===== config.mk =====
export PLATFORM = sky130hd
export DESIGN_NAME = layer_loop_controller
export DESIGN_NICKNAME = d
export VERILOG_FILES = /design/src/rtl/layer_loop_controller.sv
export SDC_FILE = /design/constraint.sdc
export NUM_CORES = 1
export LEC_CHECK = 0
export ABC_AREA = 1
export CORE_UTILIZATION = 40
export CTS_CLUSTER_SIZE = 16
export DETAILED_ROUTE_END_ITERATION = 8
export GPL_TIMING_DRIVEN = 1
export HOLD_SLACK_MARGIN = 0.05
export PLACE_DENSITY = 0.74
export SETUP_SLACK_MARGIN = 0.02
export SLEW_MARGIN = 0
export SYNTH_ARGS = -nofsm -noshare
export SYNTH_HDL_FRONTEND = slang
export SYNTH_SLANG_ARGS = --single-unit

===== constraint.sdc =====
create_clock -name clk -period 4 [get_ports clk]
set_input_delay 0.8 -clock clk [delete_from_list [all_inputs] [get_ports clk]]
set_output_delay 0.8 -clock clk [all_outputs]
set_load 0.01 [all_outputs]

===== src/rtl/layer_loop_controller.sv =====
// Layer loop sequencer: walks input-channel x output-channel-group passes
// for one conv layer, in either loop order, with a bubble between passes.
module layer_loop_controller #(
  parameter int ID_W   = 4,
  parameter int OD_W   = 8,
  parameter int DIM_W  = 9,
  parameter int BLK_W  = 8,
  parameter int OD_PAR = 2,
  parameter int TILE   = 6
) (
  input  logic                         clk,
  input  logic                         reset_n,
  input  logic                         cfg_we_i,
  input  logic [ID_W-1:0]              cfg_id_i,
  input  logic [OD_W-1:0]              cfg_od_i,
  input  logic [DIM_W-1:0]             cfg_width_i,
  input  logic [DIM_W-1:0]             cfg_height_i,
  input  logic                         cfg_size_type_i,
  input  logic                         cfg_od_outer_i,
  input  logic                         start_i,
  input  logic                         pass_done_i,
  output logic                         pass_valid_o,
  output logic [ID_W-1:0]              pass_id_o,
  output logic [OD_W-1:0]              pass_od_base_o,
  output logic [$clog2(OD_PAR+1)-1:0]  pass_od_cnt_o,
  output logic                         first_id_o,
  output logic                         last_id_o,
  output logic [BLK_W-1:0]             block_width_o,
  output logic [BLK_W-1:0]             block_height_o,
  output logic                         size_type_o,
  output logic                         busy_o,
  output logic                         conv_completed_o,
  output logic                         cfg_err_o
);

  localparam int CNT_W = $clog2(OD_PAR+1);
  localparam logic [OD_W:0] PAR = (OD_W+1)'(OD_PAR);
  localparam logic [32:0] BLK_MAX = (33'd1 << BLK_W) - 33'd1;

  typedef enum logic [1:0] {
    IDLE, RUN, STEP, DONE
  } state_t;

  state_t state_q, state_d;

  logic [ID_W-1:0]  id_q;
  logic [OD_W-1:0]  od_q;
  logic [DIM_W-1:0] width_q;
  logic [DIM_W-1:0] height_q;
  logic             size_q;
  logic             order_q;
  logic [ID_W-1:0]  id_cnt_q;
  logic [OD_W-1:0]  od_base_q;

  logic [OD_W:0]    od_next;
  logic [OD_W-1:0]  od_left;
  logic             od_wrap;
  logic             id_last;
  logic             last_pass;
  logic             idle_like;
  logic             cfg_ld;
  logic             go;
  logic [31:0]      w_blk;
  logic [31:0]      h_blk;

  function automatic logic [31:0] blocks(input logic [DIM_W-1:0] d);
    logic [31:0] n;
    n = (32'(d) + 32'(TILE-1)) / 32'(TILE);
    return (n == 32'd0) ? 32'd1 : n;
  endfunction

  assign w_blk = blocks(width_q);
  assign h_blk = blocks(height_q);

  assign block_width_o  = w_blk[BLK_W-1:0];
  assign block_height_o = h_blk[BLK_W-1:0];
  assign size_type_o    = size_q;

  assign cfg_err_o = (id_q == '0) || (od_q == '0) ||
                     ({1'b0, w_blk} > BLK_MAX) ||
                     ({1'b0, h_blk} > BLK_MAX);

  // one extra bit so the group step never wraps at the top od value
  assign od_next   = {1'b0, od_base_q} + PAR;
  assign od_wrap   = od_next >= {1'b0, od_q};
  assign id_last   = id_cnt_q == (id_q - ID_W'(1));
  assign last_pass = id_last && od_wrap;

  assign idle_like = (state_q == IDLE) || (state_q == DONE);
  assign cfg_ld    = cfg_we_i && idle_like;
  assign go        = start_i && !cfg_we_i && idle_like;

  always_ff @(posedge clk or negedge reset_n) begin
    if (!reset_n) state_q <= IDLE;
    else          state_q <= state_d;
  end

  always_comb begin
    state_d = state_q;
    case (state_q)
      IDLE, DONE: begin
        if (cfg_ld)  state_d = IDLE;
        else if (go) state_d = cfg_err_o ? DONE : RUN;
      end
      RUN: begin
        if (pass_done_i) state_d = last_pass ? DONE : STEP;
      end
      STEP:    state_d = RUN;
      default: state_d = IDLE;
    endcase
  end

  always_comb begin
    pass_valid_o     = 1'b0;
    busy_o           = 1'b0;
    conv_completed_o = 1'b0;
    case (state_q)
      RUN: begin
        pass_valid_o = 1'b1;
        busy_o       = 1'b1;
      end
      STEP:    busy_o = 1'b1;
      DONE:    conv_completed_o = 1'b1;
      default: ;
    endcase
  end

  always_ff @(posedge clk or negedge reset_n) begin
    if (!reset_n) begin
      id_q     <= '0;
      od_q     <= '0;
      width_q  <= '0;
      height_q <= '0;
      size_q   <= 1'b0;
      order_q  <= 1'b0;
    end else if (cfg_ld) begin
      id_q     <= cfg_id_i;
      od_q     <= cfg_od_i;
      width_q  <= cfg_width_i;
      height_q <= cfg_height_i;
      size_q   <= cfg_size_type_i;
      order_q  <= cfg_od_outer_i;
    end
  end

  always_ff @(posedge clk or negedge reset_n) begin
    if (!reset_n) begin
      id_cnt_q  <= '0;
      od_base_q <= '0;
    end else if (go) begin
      id_cnt_q  <= '0;
      od_base_q <= '0;
    end else if (state_q == STEP) begin
      if (!order_q) begin
        if (od_wrap) begin
          od_base_q <= '0;
          id_cnt_q  <= id_cnt_q + ID_W'(1);
        end else begin
          od_base_q <= od_next[OD_W-1:0];
        end
      end else begin
        if (id_last) begin
          id_cnt_q  <= '0;
          od_base_q <= od_next[OD_W-1:0];
        end else begin
          id_cnt_q  <= id_cnt_q + ID_W'(1);
        end
      end
    end
  end

  assign od_left        = od_q - od_base_q;
  assign pass_id_o      = id_cnt_q;
  assign pass_od_base_o = od_base_q;
  assign first_id_o     = id_cnt_q == '0;
  assign last_id_o      = id_last;

  always_comb begin
    pass_od_cnt_o = CNT_W'(od_left);
    if (32'(od_left) >= 32'(OD_PAR)) pass_od_cnt_o = CNT_W'(OD_PAR);
  end

endmodule

== Word-level counts from Yosys, hierarchy flattened ==
Cells that the tools add are included.
Cells by class
  multiply operators: 0
  bitwise operators: 0
  reduce and logical (&&, ||, !) cells: 22
  add/subtract/negate cells: 6
  eq/ne operators: 7
  multiplexer cells: 22
  magnitude comparators: 4
  shift operators: 0
  div/mod/pow operators: 2
Operator list (number)
  $div A32 B3 Y32 const B: 2
  $gt A32 B8 Y1 const B: 2
  $logic_not A32 Y1: 2
  $mux W32: 2
  $mux W8: 5
  $add A9 B3 Y10 const B: 2
  $mux W4: 5
  $mux W2: 5
  $add A8 B2 Y9 const B: 1
  $ge A9 B8 Y1: 1
  $ge A8 B2 Y1 const B: 1
  $logic_not A4 Y1: 2
  $logic_not A8 Y1: 1
  $sub A8 B8 Y8: 1
  $pmux W2 S3: 1
  $reduce_and A2 Y1: 3
  $add A4 B1 Y4 const B: 1
  $eq A2 B2 Y1 const B: 2
  $eq A4 B4 Y1: 1
  $logic_and A1 B1 Y1: 4
  $logic_or A1 B1 Y1: 4
  $mux W1: 4
  $reduce_or A2 Y1: 2
  $sub A4 B1 Y4 const B: 1
  other kinds (8): 8
Word-level totals
  output and inout port bits: 37
  bits in registers: 46
  ROM bits: 0
  input bits: 37
  RAM bits: 0
  bits in latches: 0
  memories kept: 0
  word-level logic and storage cells: 72

== Depth between registers and ports, before layout ==
Gate-level depths: netlist (run 1).
  depth after elaboration: 11
  depth in mapped cells: 31
  depth with buffers taken out: 31

== Worst setup path after synthesis (run 1) ==
No wires, ideal clock.
  kind: reg-to-output
  from: register width_q[0]
  to: output block_width_o[0]
  required time: 3.200 ns
  buffers on the path: 0
  arrival time: 3.151 ns
  cell stages (with the launch flop): 28
  path slack: 0.049 ns
  cell sequence: dfrtp_1 ha_1 nor2_1 nor2_2 nand2_1 nand2_1 nand2_1 inv_1 ha_1 inv_1 nand2_1 nand2_1 o21a_1 nand3_1 nand2_1 o21ai_1 a21oi_2 nand2_4 a21boi_2 nand2_2 nand2_2 nand3_2 nand2_2 nand2_1 nand2_1 o21ai_0 nand3_1 nand4_1
On the way
  cells in the longest elaborated chain, start to end: 4
Ends and longest elaborated chain
  from (decl): RTL line 48  | logic [DIM_W-1:0] width_q;
  from (signal assigned): RTL line 139  | width_q <= cfg_width_i;
  $add A9 B3 Y10 *: RTL line 68  | n = (32'(d) + 32'(TILE-1)) / 32'(TILE);
  $div A32 B3 Y32 *: RTL line 68
  $logic_not A32 Y1: RTL line 69  | return (n == 32'd0) ? 32'd1 : n;
  $mux W32 *: RTL line 69
  to (decl): RTL line 28  | output logic [BLK_W-1:0] block_width_o,
Mark *: on every way between the ends. The rest lies on a longest branch, timed or not.

== Worst setup path in the final report (run 1) ==
Same ends and word-level chain as after synthesis.

==> results.sh, run 1 <==
export IMPL_critPathKind="flip-flop to output port"
export IMPL_worstHoldStart="size_type_o"
export IMPL_synth_common_cells="91 x nand2_1, 90 x inv_1, 57 x nor2_1"
export IMPL_clk_pin_slew_ns=0.10
export IMPL_drc_errors=0
export IMPL_ant_nets=0
export IMPL_syn_num_nets=588
export IMPL_crit_fanout=4
export IMPL_rsz0062_at_grt="true"
export IMPL_async_reset_ff_frac=1.00
export IMPL_end_kind="output port"
export IMPL_seq_area_um2=1130
export IMPL_synth_area_um2=3830
export IMPL_worstPathRequired_ns=3.20
export IMPL_syn_avg_cell_area_um2=7.32
export IMPL_critPathArrivalTime_ns=3.64
export IMPL_die_y_um=99.8
export IMPL_die_w_um=99.8
export IMPL_finalCritPeriodShare=1.11
export IMPL_grt_max_degree=55
export IMPL_synth_edf_count=0
export IMPL_first_pass_iters=4
export IMPL_reg2reg_slack_ns=1.14
export IMPL_grt_pass1_wl_um=16600
export IMPL_yosys_warnings=0
export IMPL_fin_nets=729
export IMPL_drv_slew=0
export IMPL_cpMostUsedCell="nand2_4"
export IMPL_hold_viol_final=0
export IMPL_drt_total_wl_um=10300
export IMPL_row_count=35
export IMPL_cp_slowest_cell="dfrtp_1"
export IMPL_fin_util=0.615
export IMPL_yosysMostFrequentCell="nand2_1"
export IMPL_fin_crit_ns=4.44
export IMPL_ys_seq_area_frac=0.294
export IMPL_clock_tree_root_cell="clkbuf_8"
export IMPL_outcome="finished with violations"
export IMPL_areaGrowthSynthToFinish_pct=48.6
export IMPL_postSynthCellCount=523
export IMPL_tightest_slew_ns=1.03
export IMPL_wl_per_cell_um=12.9
export IMPL_pin_count=74
export IMPL_min_to="size_type_o"
export IMPL_hold_class="flip-flop to flip-flop"
export IMPL_via_per_inst=4.96
export IMPL_synth_top_area_cell="dfrtp_1"
export IMPL_cpPeakStageDelay_ns=0.43
export IMPL_clk_latency_ns=0.30
export IMPL_clockBufferDepth=2
export IMPL_crit_start="width_q[0]"
export IMPL_finClkSkew_ns=0.0116
export IMPL_cts_tree="built"
export IMPL_cts_sinks=45
export IMPL_die_area_um2=9960
export IMPL_synthDistinctLibCells=44
export IMPL_finalSetupViolCount=6
export IMPL_grt_util_all_layers=0.203
export IMPL_startpoint_type="flip-flop"
export IMPL_slew_headroom=0.313
export IMPL_vias=3942
export IMPL_htree_levels=2
export IMPL_grt_pass1_vias=3890
export IMPL_antenna_cells=0
export IMPL_ff2ff_path_depth=8
export IMPL_dp_hpwl_um=7330
export IMPL_yosys_top_cells_area="dfrtp_1 29%, nand2_1 8.9%, ha_1 8.8%, inv_1 8.8%, nor2_1 5.6%"
export IMPL_min_delay_path_depth=1
export IMPL_yosys_area_top_type_share=0.294
export IMPL_numPortBuffers=72
export IMPL_synth_ff_latch_count=45
export IMPL_first_iter_violations=100
export IMPL_violations="negative setup slack"
export IMPL_coreArea_um2=9240
export IMPL_synth_ff_type="dfrtp_1"
export IMPL_drv_cap=0
export IMPL_routabilityCongestion=0.852
export IMPL_numCtsBuffers=5
export IMPL_max_freq_mhz=225
export IMPL_fillCellCount=810
export IMPL_antenna_found_initial=0
export IMPL_fin_ws_ns=-0.442
export IMPL_start_util=0.414
export IMPL_grt_ovfl_total=0
export IMPL_final_layout_size_suffix_gt1_frac=0.307
export IMPL_r2r_end="pass_od_base_o[5]"
export IMPL_reg2reg_from="id_q[0]"
export IMPL_multi_input_area_um2=2720
-- repair_timing --
| action | in CTS | in global routing |
|---|---|---|
| resized for setup | 67 | 61 |
| pin swaps | 28 | 52 |
| hold buffers | 0 | 0 |
| endpoints found under the setup margin | 9 | 11 |
| buffers inserted | 14 | 8 |
-- per-stage QoR --
step / hold slack (ns) / worst slack [ns] / area, µm² / instances / setup TNS [ns]
6_report: 0.523 / -0.442 / 5690 / 794 / -1.60
5_1_grt: 0.557 / -0.692 / 5690 / 794 / -2.92
4_1_cts: 0.526 / -0.457 / 5390 / 789 / -1.47
3_5_place_dp: 0.504 / -0.641 / 5050 / 767 / -2.15
3_3_place_gp: 0.489 / -0.358 / 5050 / 767 / -1.11
2_1_floorplan: 0.504 / 0.0491 / 3830 / 523 / 0
-- state kept, by name, summed over array words and instances, names as in the netlist --
signal / flops
order_q: 1
id_q: 4
od_q: 8
height_q: 9
state_q: 2
pass_od_base_o: 7
size_type_o: 1
pass_id_o: 4
width_q: 9
-- layer usage --
| metal | track usage | vias up | wire length, µm |
|---|---|---|---|
| met3 | 0.0244 | 16 | 343 |
| met1 | 0.242 | 1872 | 4270 |
| met5 | 0 | - | 0 |
| met2 | 0.387 | 88 | 5480 |
| met4 | 0.0464 | 0 | 165 |
| li1 | - | 1966 | - |
-- layout by cell type (no fill, tap or decap), types with 10 or more instances in the layout --
cell / synthesis / final
inv_1: 90 / 84
dfrtp_1: 45 / 45
ha_1: 27 / 22
inv_2: 4 / 10
clkdlybuf4s50_1: 0 / 62
nand4_1: 12 / 12
nand3_1: 31 / 22
xor2_1: 18 / 18
buf_4: 1 / 65
a21oi_1: 34 / 34
nand3_4: 2 / 12
nor2_1: 57 / 55
nand2_2: 15 / 28
nand2_1: 91 / 66
nand2_4: 2 / 14
mux2_2: 10 / 10
-- final cells by class --
| cell class | instances | area share |
|---|---|---|
| inverters | 94 | 0.0621 |
| multi-input cells | 378 | 0.479 |
| clock inverters | 3 | 0.00396 |
| repair buffers | 140 | 0.216 |
| clock buffers | 5 | 0.0121 |
| flip-flops and latches | 45 | 0.198 |
| well taps | 129 | 0.0284 |
-- critical path: cells and delay by family (launching register included) --
| family | cells | cell delay, ns |
|---|---|---|
| compound gates | 3 | 0.39 |
| fa+ha+maj | 2 | 0.44 |
| buf+inv | 5 | 0.34 |
| simple gates | 21 | 1.73 |
| flops | 1 | 0.43 |
-- cell families (layout without fill, tap and decap cells) --
logic type / after synthesis / after routing / share of synthesized area
xor gates and xnor gates: 22 / 22 / 0.0504
buffers and inverters: 100 / 242 / 0.0991
DFF: 45 / 45 / 0.294
AOI/OAI and AO/OA: 72 / 72 / 0.115
muxes: 11 / 11 / 0.0320
and+or+nand+nor: 243 / 243 / 0.314
other: 2 / 2 / 0.00196
adders and majority gates: 28 / 28 / 0.0935
-- worst max path at each step --
stage | cells after the start | to
6_report | 31 | block_width_o[0]
3_3_place_gp | 29 | block_width_o[0]
5_1_grt | 30 | block_width_o[0]
2_1_floorplan | 27 | block_width_o[0]
3_5_place_dp | 29 | block_width_o[0]
4_1_cts | 30 | block_width_o[0]
Power of run 1 is left out: the tool's default activity adds up to more than one toggle a clock period on the data nets, which glitch-free logic cannot reach.
==> run 2, diff against run 1 <==
--- a/config.mk
+++ b/config.mk
@@ -6,12 +6,14 @@
 export NUM_CORES = 1
 export LEC_CHECK = 0
 export ABC_AREA = 1
-export CORE_UTILIZATION = 40
+export CELL_PAD_IN_SITES_DETAIL_PLACEMENT = 1
+export CELL_PAD_IN_SITES_GLOBAL_PLACEMENT = 2
+export CORE_UTILIZATION = 30
 export CTS_CLUSTER_SIZE = 16
 export DETAILED_ROUTE_END_ITERATION = 8
 export GPL_TIMING_DRIVEN = 1
 export HOLD_SLACK_MARGIN = 0.05
-export PLACE_DENSITY = 0.74
+export PLACE_DENSITY = 0.92
 export SETUP_SLACK_MARGIN = 0.02
 export SLEW_MARGIN = 0
 export SYNTH_ARGS = -nofsm -noshare
==> constraint.sdc (replaced) <==
create_clock -name clk -period 4.3 [get_ports clk]
set_input_delay 0.86 -clock clk [delete_from_list [all_inputs] [get_ports clk]]
set_output_delay 0.86 -clock clk [all_outputs]
set_load 0.01 [all_outputs]
==> run 2 against run 1 <==
The run still ends with negative setup slack left. Register-to-register slack improved by 0.28 ns. Final cell count grew 4.2%. Cell area is 0.18% higher. Sequential share of layout area is essentially flat. Sequential cell count unchanged. Non-clock buffer count is 5 lower. Wire length increased by 13%. Core utilization is 15 points lower. Via count fell by 0.86%. Worst hold slack got worse by 0.0094 ns. Worst setup slack better by 0.24 ns. Critical path depth decreased by 1. Highest routed layer unchanged.
==> results.sh, run 2 (synthesis gave the netlist of run 1 again) <==
export IMPL_final_layout_size_suffix_gt1_frac=0.302
export IMPL_r2r_end="pass_od_base_o[4]"
export IMPL_clk_pin_slew_ns=0.06
export IMPL_rsz0062_at_grt="true"
export IMPL_cts_sinks=45
export IMPL_drt_total_wl_um=11500
export IMPL_die_area_um2=13200
export IMPL_hold_class="flip-flop to flip-flop"
export IMPL_finalCritPeriodShare=1.05
export IMPL_max_freq_mhz=222
export IMPL_vias=3908
export IMPL_htree_levels=2
export IMPL_grt_ovfl_total=0
export IMPL_numPortBuffers=72
export IMPL_layout_common_cells="84 x inv_1, 65 x nand2_1, 63 x clkdlybuf4s50_1"
export IMPL_areaGrowthSynthToFinish_pct=48.9
export IMPL_tightest_slew_ns=1.06
export IMPL_pin_count=74
export IMPL_worstPathRequired_ns=3.44
export IMPL_fin_ws_ns=-0.203
export IMPL_ant_nets=0
export IMPL_cpPeakStageDelay_ns=0.41
export IMPL_wl_per_cell_um=14.0
export IMPL_min_to="size_type_o"
export IMPL_critPathTopFamily="simple AND/OR/NAND/NOR gates"
export IMPL_start_util=0.313
export IMPL_cp_slowest_cell="dfrtp_1"
export IMPL_slew_headroom=0.292
export IMPL_end_kind="output port"
export IMPL_first_iter_violations=103
export IMPL_grt_pass1_wl_um=19000
export IMPL_critPathArrivalTime_ns=3.64
export IMPL_finalSetupViolCount=2
export IMPL_numCtsBuffers=5
export IMPL_antenna_cells=0
export IMPL_drv_slew=0
export IMPL_antenna_found_initial=0
export IMPL_violations="negative setup slack"
export IMPL_clk_latency_ns=0.28
export IMPL_drv_cap=0
export IMPL_die_y_um=115
export IMPL_fin_crit_ns=4.50
export IMPL_pre_cts_ws_ns=-0.403
export IMPL_min_delay_path_depth=1
export IMPL_worstHoldStart="size_type_o"
export IMPL_row_count=40
export IMPL_crit_fanout=4
export IMPL_fillCellCount=1523
export IMPL_finClkSkew_ns=0.00492
export IMPL_first_pass_iters=4
export IMPL_startpoint_type="flip-flop"
export IMPL_layout_commonest_cell="inv_1"
export IMPL_reg2reg_slack_ns=1.42
export IMPL_fin_nets=724
export IMPL_grt_pass1_vias=4160
export IMPL_clockBufferDepth=2
export IMPL_routabilityCongestion=0.814
export IMPL_clock_tree_root_cell="clkbuf_16"
export IMPL_reg2reg_from="id_q[0]"
export IMPL_die_w_um=115
export IMPL_grt_util_all_layers=0.177
export IMPL_coreArea_um2=12200
export IMPL_drc_errors=0
export IMPL_outcome="finished with violations"
export IMPL_cts_tree="built"
export IMPL_dp_hpwl_um=8560
export IMPL_grt_max_degree=55
export IMPL_cpMostUsedCell="nand2_2"
export IMPL_critPathKind="flip-flop to output port"
export IMPL_ff2ff_path_depth=8
export IMPL_via_per_inst=4.73
export IMPL_top_regs="height_q: 9 flops, width_q: 9 flops, od_q: 8 flops"
export IMPL_critPathBufInv=4
export IMPL_hold_viol_final=0
## run 2: routing by layer
metal | GRT usage | wire [µm] | vias to the layer above
met5 | 0 | 0 | -
met4 | 0.0320 | 111 | 0
met3 | 0.0211 | 277 | 12
met2 | 0.331 | 5990 | 60
met1 | 0.217 | 5160 | 1888
li1 | - | - | 1948
## run 2: repair_timing
item | CTS | global route
buffers inserted | 17 | 8
setup endpoints to repair | 7 | 8
hold buffers | 0 | 0
resized for setup | 62 | 53
pin swaps | 39 | 44
## run 2: cell type report
cell class / count / area (µm²) / share of cell area
Clock inverter: 1 / 7.51 / 0.00132
Sequential cell: 45 / 1130 / 0.198
Multi-Input combinational cell: 378 / 2670 / 0.469
Inverter: 94 / 353 / 0.0620
Timing Repair Buffer: 135 / 1190 / 0.209
Clock buffer: 6 / 139 / 0.0244
Tap cell: 168 / 210 / 0.0369
## run 2: per-stage QoR
step                      hold WS [ns]  setup TNS [ns]  cells   util  cell area (µm²)
after global placement           0.490          -0.397    795  0.411             5010
after detailed placement         0.505           -1.27    795  0.411             5010
final                            0.514          -0.280    827  0.466             5700
after CTS                        0.519          -0.242    819  0.444             5420
after global routing             0.540           -1.42    827  0.466             5700
after floorplan                  0.507               0    523      -             3830
## run 2: worst register-to-register path: cells and delay by family (launching register included)
kind	cells	cell delay (ns)
buffers and inverters	1	0.10
AND/OR/NAND/NOR	3	0.87
AO/OA/AOI/OAI	3	1.12
flip-flops	1	0.38
adder cells (fa/ha/maj)	1	0.31
## run 2: worst max path at each step
stage,startpoint,to,slack (ns),depth (start not counted)
2_1_floorplan,width_q[0],block_width_o[0],0.29,27
3_3_place_gp,height_q[0],block_height_o[0],-0.17,27
3_5_place_dp,width_q[0],block_width_o[0],-0.40,29
4_1_cts,width_q[1],block_width_o[0],-0.19,30
5_1_grt,width_q[1],block_width_o[0],-0.42,30
6_report,width_q[1],block_width_o[0],-0.20,30
Power of run 2 is left out for the same reason.
==> run 3, diff against run 2 <==
--- a/config.mk
+++ b/config.mk
@@ -8,12 +8,12 @@
 export ABC_AREA = 1
 export CELL_PAD_IN_SITES_DETAIL_PLACEMENT = 1
 export CELL_PAD_IN_SITES_GLOBAL_PLACEMENT = 2
-export CORE_UTILIZATION = 30
+export CORE_UTILIZATION = 27
 export CTS_CLUSTER_SIZE = 16
 export DETAILED_ROUTE_END_ITERATION = 8
 export GPL_TIMING_DRIVEN = 1
 export HOLD_SLACK_MARGIN = 0.05
-export PLACE_DENSITY = 0.92
+export PLACE_DENSITY = 0.88
 export SETUP_SLACK_MARGIN = 0.02
 export SLEW_MARGIN = 0
 export SYNTH_ARGS = -nofsm -noshare
==> constraint.sdc (replaced) <==
create_clock -name clk -period 3.7 [get_ports clk]
set_input_delay 0.74 -clock clk [delete_from_list [all_inputs] [get_ports clk]]
set_output_delay 0.74 -clock clk [all_outputs]
set_load 0.01 [all_outputs]
==> run 3 against run 2 <==
The flow still finishes with violations (negative setup slack). Critical path depth shrank 1. Global-route usage down 0.20 points. Worst setup slack got worse by 0.48 ns. Core utilization fell by 3.5 points. Clock skew hardly changed. Cell area increased by 4.6%. Clock-buffer cell count increased by 1. Wire length up 7.8%. Register-to-register slack lost 0.50 ns. Non-clock buffer count increased by 28. Critical path type unchanged. Critical endpoint unchanged. Highest routed layer unchanged.
==> results.sh, run 3 (synthesis gave the netlist of run 1 again) <==
export IMPL_critPathKind="flip-flop to output port"
export IMPL_antenna_found_initial=0
export IMPL_row_count=43
export IMPL_die_y_um=121
export IMPL_via_per_inst=4.61
export IMPL_slew_headroom=0.281
export IMPL_reg2reg_slack_ns=0.92
export IMPL_critPathArrivalTime_ns=3.65
export IMPL_finClkSkew_ns=0.00509
export IMPL_r2r_end="pass_id_o[2]"
export IMPL_hold_viol_final=0
export IMPL_rsz0062_at_grt="true"
export IMPL_grt_ovfl_total=0
export IMPL_drv_cap=0
export IMPL_layout_common_cells="87 x buf_4, 83 x inv_1, 67 x nand2_1"
export IMPL_htree_levels=2
export IMPL_grt_max_degree=46
export IMPL_grt_pass1_wl_um=20700
export IMPL_violations="negative setup slack"
export IMPL_antenna_cells=0
export IMPL_grt_pass1_vias=4511
export IMPL_top_regs="height_q: 9 flops, width_q: 9 flops, od_q: 8 flops"
export IMPL_worstPathRequired_ns=2.96
export IMPL_numPortBuffers=72
export IMPL_worstHoldStart="size_type_o"
export IMPL_grt_util_all_layers=0.175
export IMPL_hold_class="flip-flop to flip-flop"
export IMPL_vias=4001
export IMPL_first_pass_iters=4
export IMPL_first_iter_violations=76
export IMPL_max_freq_mhz=228
export IMPL_cts_sinks=45
export IMPL_drc_errors=0
export IMPL_ff2ff_path_depth=14
export IMPL_finalSetupViolCount=7
export IMPL_start_util=0.277
export IMPL_layout_commonest_cell="buf_4"
export IMPL_ant_nets=0
export IMPL_cts_tree="built"
export IMPL_final_layout_size_suffix_gt1_frac=0.333
export IMPL_coreArea_um2=13800
export IMPL_min_to="size_type_o"
export IMPL_fin_nets=752
export IMPL_fin_crit_ns=4.39
export IMPL_die_w_um=121
export IMPL_clk_pin_slew_ns=0.06
export IMPL_clk_latency_ns=0.28
export IMPL_end_kind="output port"
export IMPL_fin_ws_ns=-0.685
export IMPL_min_delay_path_depth=1
export IMPL_drt_total_wl_um=12400
export IMPL_tns_ns=-2.87
export IMPL_cpPeakStageDelay_ns=0.36
export IMPL_tightest_slew_ns=1.08
export IMPL_cp_slowest_cell="dfrtp_1"
export IMPL_dp_hpwl_um=9290
export IMPL_die_area_um2=14700
export IMPL_wl_per_cell_um=14.4
export IMPL_crit_fanout=4
export IMPL_startpoint_type="flip-flop"
export IMPL_clockBufferDepth=2
export IMPL_pin_count=74
export IMPL_finalCritPeriodShare=1.19
export IMPL_outcome="finished with violations"
export IMPL_numCtsBuffers=5
export IMPL_drv_slew=0
export IMPL_clock_tree_root_cell="clkbuf_16"
export IMPL_reg2reg_from="pass_od_base_o[3]"
export IMPL_routabilityCongestion=0.804
export IMPL_areaGrowthSynthToFinish_pct=55.7
[run 3: stage by stage]
stage	std cells	setup WS (ns)	area (µm²)	hold WS [ns]	utilization
3_3_place_gp	832	-0.656	5270	0.513	0.381
2_1_floorplan	523	-0.106	3880	0.444	-
6_report	867	-0.685	5960	0.560	0.431
5_1_grt	867	-0.892	5960	0.575	0.431
4_1_cts	858	-0.690	5750	0.564	0.416
3_5_place_dp	832	-0.926	5270	0.529	0.381
[run 3: metal layers]
metal / global-route usage / vias up / wire length [µm]
met4: 0.0424 / 0 / 193
met3: 0.0183 / 14 / 213
met5: 0 / - / 0
met1: 0.202 / 1932 / 5220
li1: - / 2001 / -
met2: 0.338 / 54 / 6820
[run 3: repair_timing]
action	4_1_cts	5_1_grt
setup endpoints to repair	13	12
pin swaps	38	42
hold buffers	0	0
gates resized for setup	88	38
buffers inserted	19	11
[run 3: worst max path at each step]
stage / startpoint / to / slack, ns / cells after the start
finish: width_q[1] / block_width_o[0] / -0.69 / 29
global route: width_q[0] / block_width_o[0] / -0.89 / 30
CTS: width_q[1] / block_width_o[0] / -0.69 / 30
detailed placement: width_q[1] / block_width_o[0] / -0.93 / 29
global placement: width_q[1] / block_width_o[0] / -0.66 / 29
floorplan: width_q[0] / block_width_o[0] / -0.11 / 27
[run 3: layout make-up]
| type | instances | area (µm²) |
|---|---|---|
| inverters | 94 | 353 |
| multi-input cells | 378 | 2700 |
| repair buffers | 163 | 1410 |
| well taps | 180 | 225 |
| flip-flops and latches | 45 | 1130 |
| clock buffers | 7 | 143 |
| fillers | 1690 | 7870 |
[run 3: critical path, delay by kind of cell, from the launching register on]
family | cells | cell delay (ns)
AOI/OAI and AO/OA | 3 | 0.40
adders and majority gates | 1 | 0.21
buffers and inverters | 7 | 0.75
DFF | 1 | 0.36
and+or+nand+nor | 18 | 1.64
Power of run 3 is left out for the same reason.
==> edit, RTL diff (flow settings as in run 3) <==
Add an input register stage for `cfg_width_i`; this delays it by one clock. The other inputs are not delayed to match.
--- a/src/rtl/layer_loop_controller.sv
+++ b/src/rtl/layer_loop_controller.sv
@@ -40,6 +40,12 @@
   typedef enum logic [1:0] {
     IDLE, RUN, STEP, DONE
   } state_t;
+
+  logic [DIM_W-1:0] cfg_width_q;
+
+  always_ff @(posedge clk) begin
+    cfg_width_q <= cfg_width_i;
+  end
 
   state_t state_q, state_d;
 
@@ -136,7 +142,7 @@
     end else if (cfg_ld) begin
       id_q     <= cfg_id_i;
       od_q     <= cfg_od_i;
-      width_q  <= cfg_width_i;
+      width_q  <= cfg_width_q;
       height_q <= cfg_height_i;
       size_q   <= cfg_size_type_i;
       order_q  <= cfg_od_outer_i;
Formal check against the unedited RTL: not equivalent (a bounded check fails within 4 cycles, from zero or initial values and one cycle with reset_n low).
==> edit against run 3 <==
The run still ends with negative setup slack left; design area grew 3.0%; largest cell class unchanged; clock skew grew 0.0054 ns; die area grew 2.5%; area after synthesis grew 2.6%; wire length grew 0.29%; worst setup slack lost 0.058 ns; sequential cell count grew 9; count of clock-buffer cells in the layout is the same.
Power is not shown: default switching activity piles up to over one toggle a cycle in this logic, so the estimate is an artifact.
==> edit: results <==
[status]
status = "finished with violations"
failed_checks = "negative setup slack"

[yosys]
synth-seq-area-share = 0.333
ys.flop_type = "dfrtp_1"
ys_types = 48
synth_area_leaders = "dfrtp_1 (29%), nand2_1 (8.4%), inv_1 (8.3%), ha_1 (8.3%), nor2_1 (5.5%)"
yosys_warnings = 0
synth_xor_area_frac = 0.0510
muxShareOfSynthArea = 0.0284
synth_compound_area_frac = 0.122
synthAdderAreaFrac = 0.0880
syn-num-nets = 577
synthArstFlopShare = 0.833
syn_avg_cell_area_um2 = 7.65
yosys-top-cells-count = "nand2_1 (88), inv_1 (87), nor2_1 (57)"

[grt]
grt_start_max_net_pins = 48
grt_pass1_vias = 4371
grt_pass1_wl_um = 20400
grt_usage = 0.170

[drt]
num_vias = 3997
drtIter0Drc = 84
wirelength_um = 12500

[layout]
drive_gt1_frac = 0.337
nets = 752
final_cells = 869
top_regs = "cfg_width_q x9, height_q x9, width_q x9"

[placement]
io_buffers = 72
dp_cells = 828
dpl_worst_slack_ns = -0.887
gp_congestion = 0.808
detailed_place_hpwl_um = 9040

[critical_path]
slowest_stage = "dfrtp_1"
critPathMaxFanout = 3
crit_family = "simple AND/OR/NAND/NOR gates"
crit_arrival_ns = 3.70
slowest_delay_ns = 0.42

[hold_path]
hold_class = "register to register"

[cts]
clock_tree.htree_level_count = 2
clk_pin_slew_worst_paths_ns = 0.07
root_buffer = "clkbuf_16"
clk_path_buf_depth = 2
cts_buffers = 5

[timing]
finClkSkew_ns = 0.0105
worst_slack_ns = -0.744
final.setup.tns_ns = -3.78
setup_viol = 7
max_slew.worst_pin.slew_ns = 1.09
-- edit: cell types whose count changed after synthesis, sizes merged, moves of 3 or more --
| cell | before | now |
|---|---|---|
| inv | 94 | 90 |
| nand3 | 43 | 39 |
| nand2 | 108 | 98 |
| a21o | 0 | 3 |
| nand4 | 12 | 9 |
| o21ai | 19 | 13 |
| dfxtp | 0 | 9 |
-- edit: cell families (layout without fill, tap and decap cells) --
kind of cell / Yosys count / count (layout)
AND/OR/NAND/NOR: 226 / 226
adder cells (fa/ha/maj): 27 / 27
buffers and inverters: 96 / 272
AO/OA/AOI/OAI: 76 / 76
flip-flops: 54 / 54
XOR/XNOR: 22 / 22
other: 2 / 2
multiplexers: 10 / 10
-- edit: repair_timing --
item                                    4_1_cts  5_1_grt
endpoints found under the hold margin         0        0
gates resized for setup                     106       39
hold buffers                                  0        0
endpoints found under the setup margin       12       16
pin swaps                                    43       37
setup buffers                                30       13
-- edit: area by class of cell --
class | count | area [um2]
Clock buffer | 7 | 154
Inverter | 90 | 338
Clock inverter | 1 | 7.51
Multi-Input combinational cell | 363 | 2590
Fill cell | 1681 | 7900
Timing Repair Buffer | 174 | 1520
Sequential cell | 54 | 1310
Tap cell | 180 | 225
-- edit: final timing paths --
| path | startpoint | end | slack [ns] | cells after the start |
|---|---|---|---|---|
| max | height_q[0]$_DFFE_PN0P_ | block_height_o[0] | -0.74 | 26 |
| min in group asynchronous | reset_n | order_q$_DFFE_PN0P_ | 0.65 | 1 |
| min | cfg_width_q[7]$_DFF_P_ | width_q[7]$_DFFE_PN0P_ | 0.47 | 1 |
| max in group asynchronous | reset_n | width_q[0]$_DFFE_PN0P_ | 2.37 | 1 |
| min reg2reg | cfg_width_q[7]$_DFF_P_ | width_q[7]$_DFFE_PN0P_ | 0.47 | 1 |
| max reg2reg | pass_od_base_o[1]$_DFFE_PN0P_ | pass_id_o[2]$_DFFE_PN0P_ | 0.85 | 17 |
-- edit: layer usage --
layer / wire length [um] / up-vias / global-route usage
li1: - / 2000 / -
met1: 5250 / 1917 / 0.195
met2: 6700 / 62 / 0.332
met3: 333 / 18 / 0.0195
met4: 199 / 0 / 0.0381
met5: 0 / - / 0
-- edit: per-stage QoR --
step           area, um2  utilization
6_report            6140        0.437
3_3_place_gp        5370        0.382
4_1_cts             5960        0.425
3_5_place_dp        5370        0.382
5_1_grt             6140        0.437
2_1_floorplan       3930            -
-- edit: worst reg2reg max path, stage by stage (launching register included) --
cell	delay, ns
dfrtp_1	0.42
ha_1	0.33
ha_1	0.32
a21o_1	0.18
a31o_2	0.21
a21oi_1	0.14
o21bai_1	0.07
a21oi_1	0.12
nor2_1	0.06
o21ai_0	0.16
nand2_1	0.11
inv_1	0.09
nand3_1	0.08
nand2_1	0.12
inv_1	0.10
nand2_1	0.09
nand2_1	0.06
a21oi_1	0.11
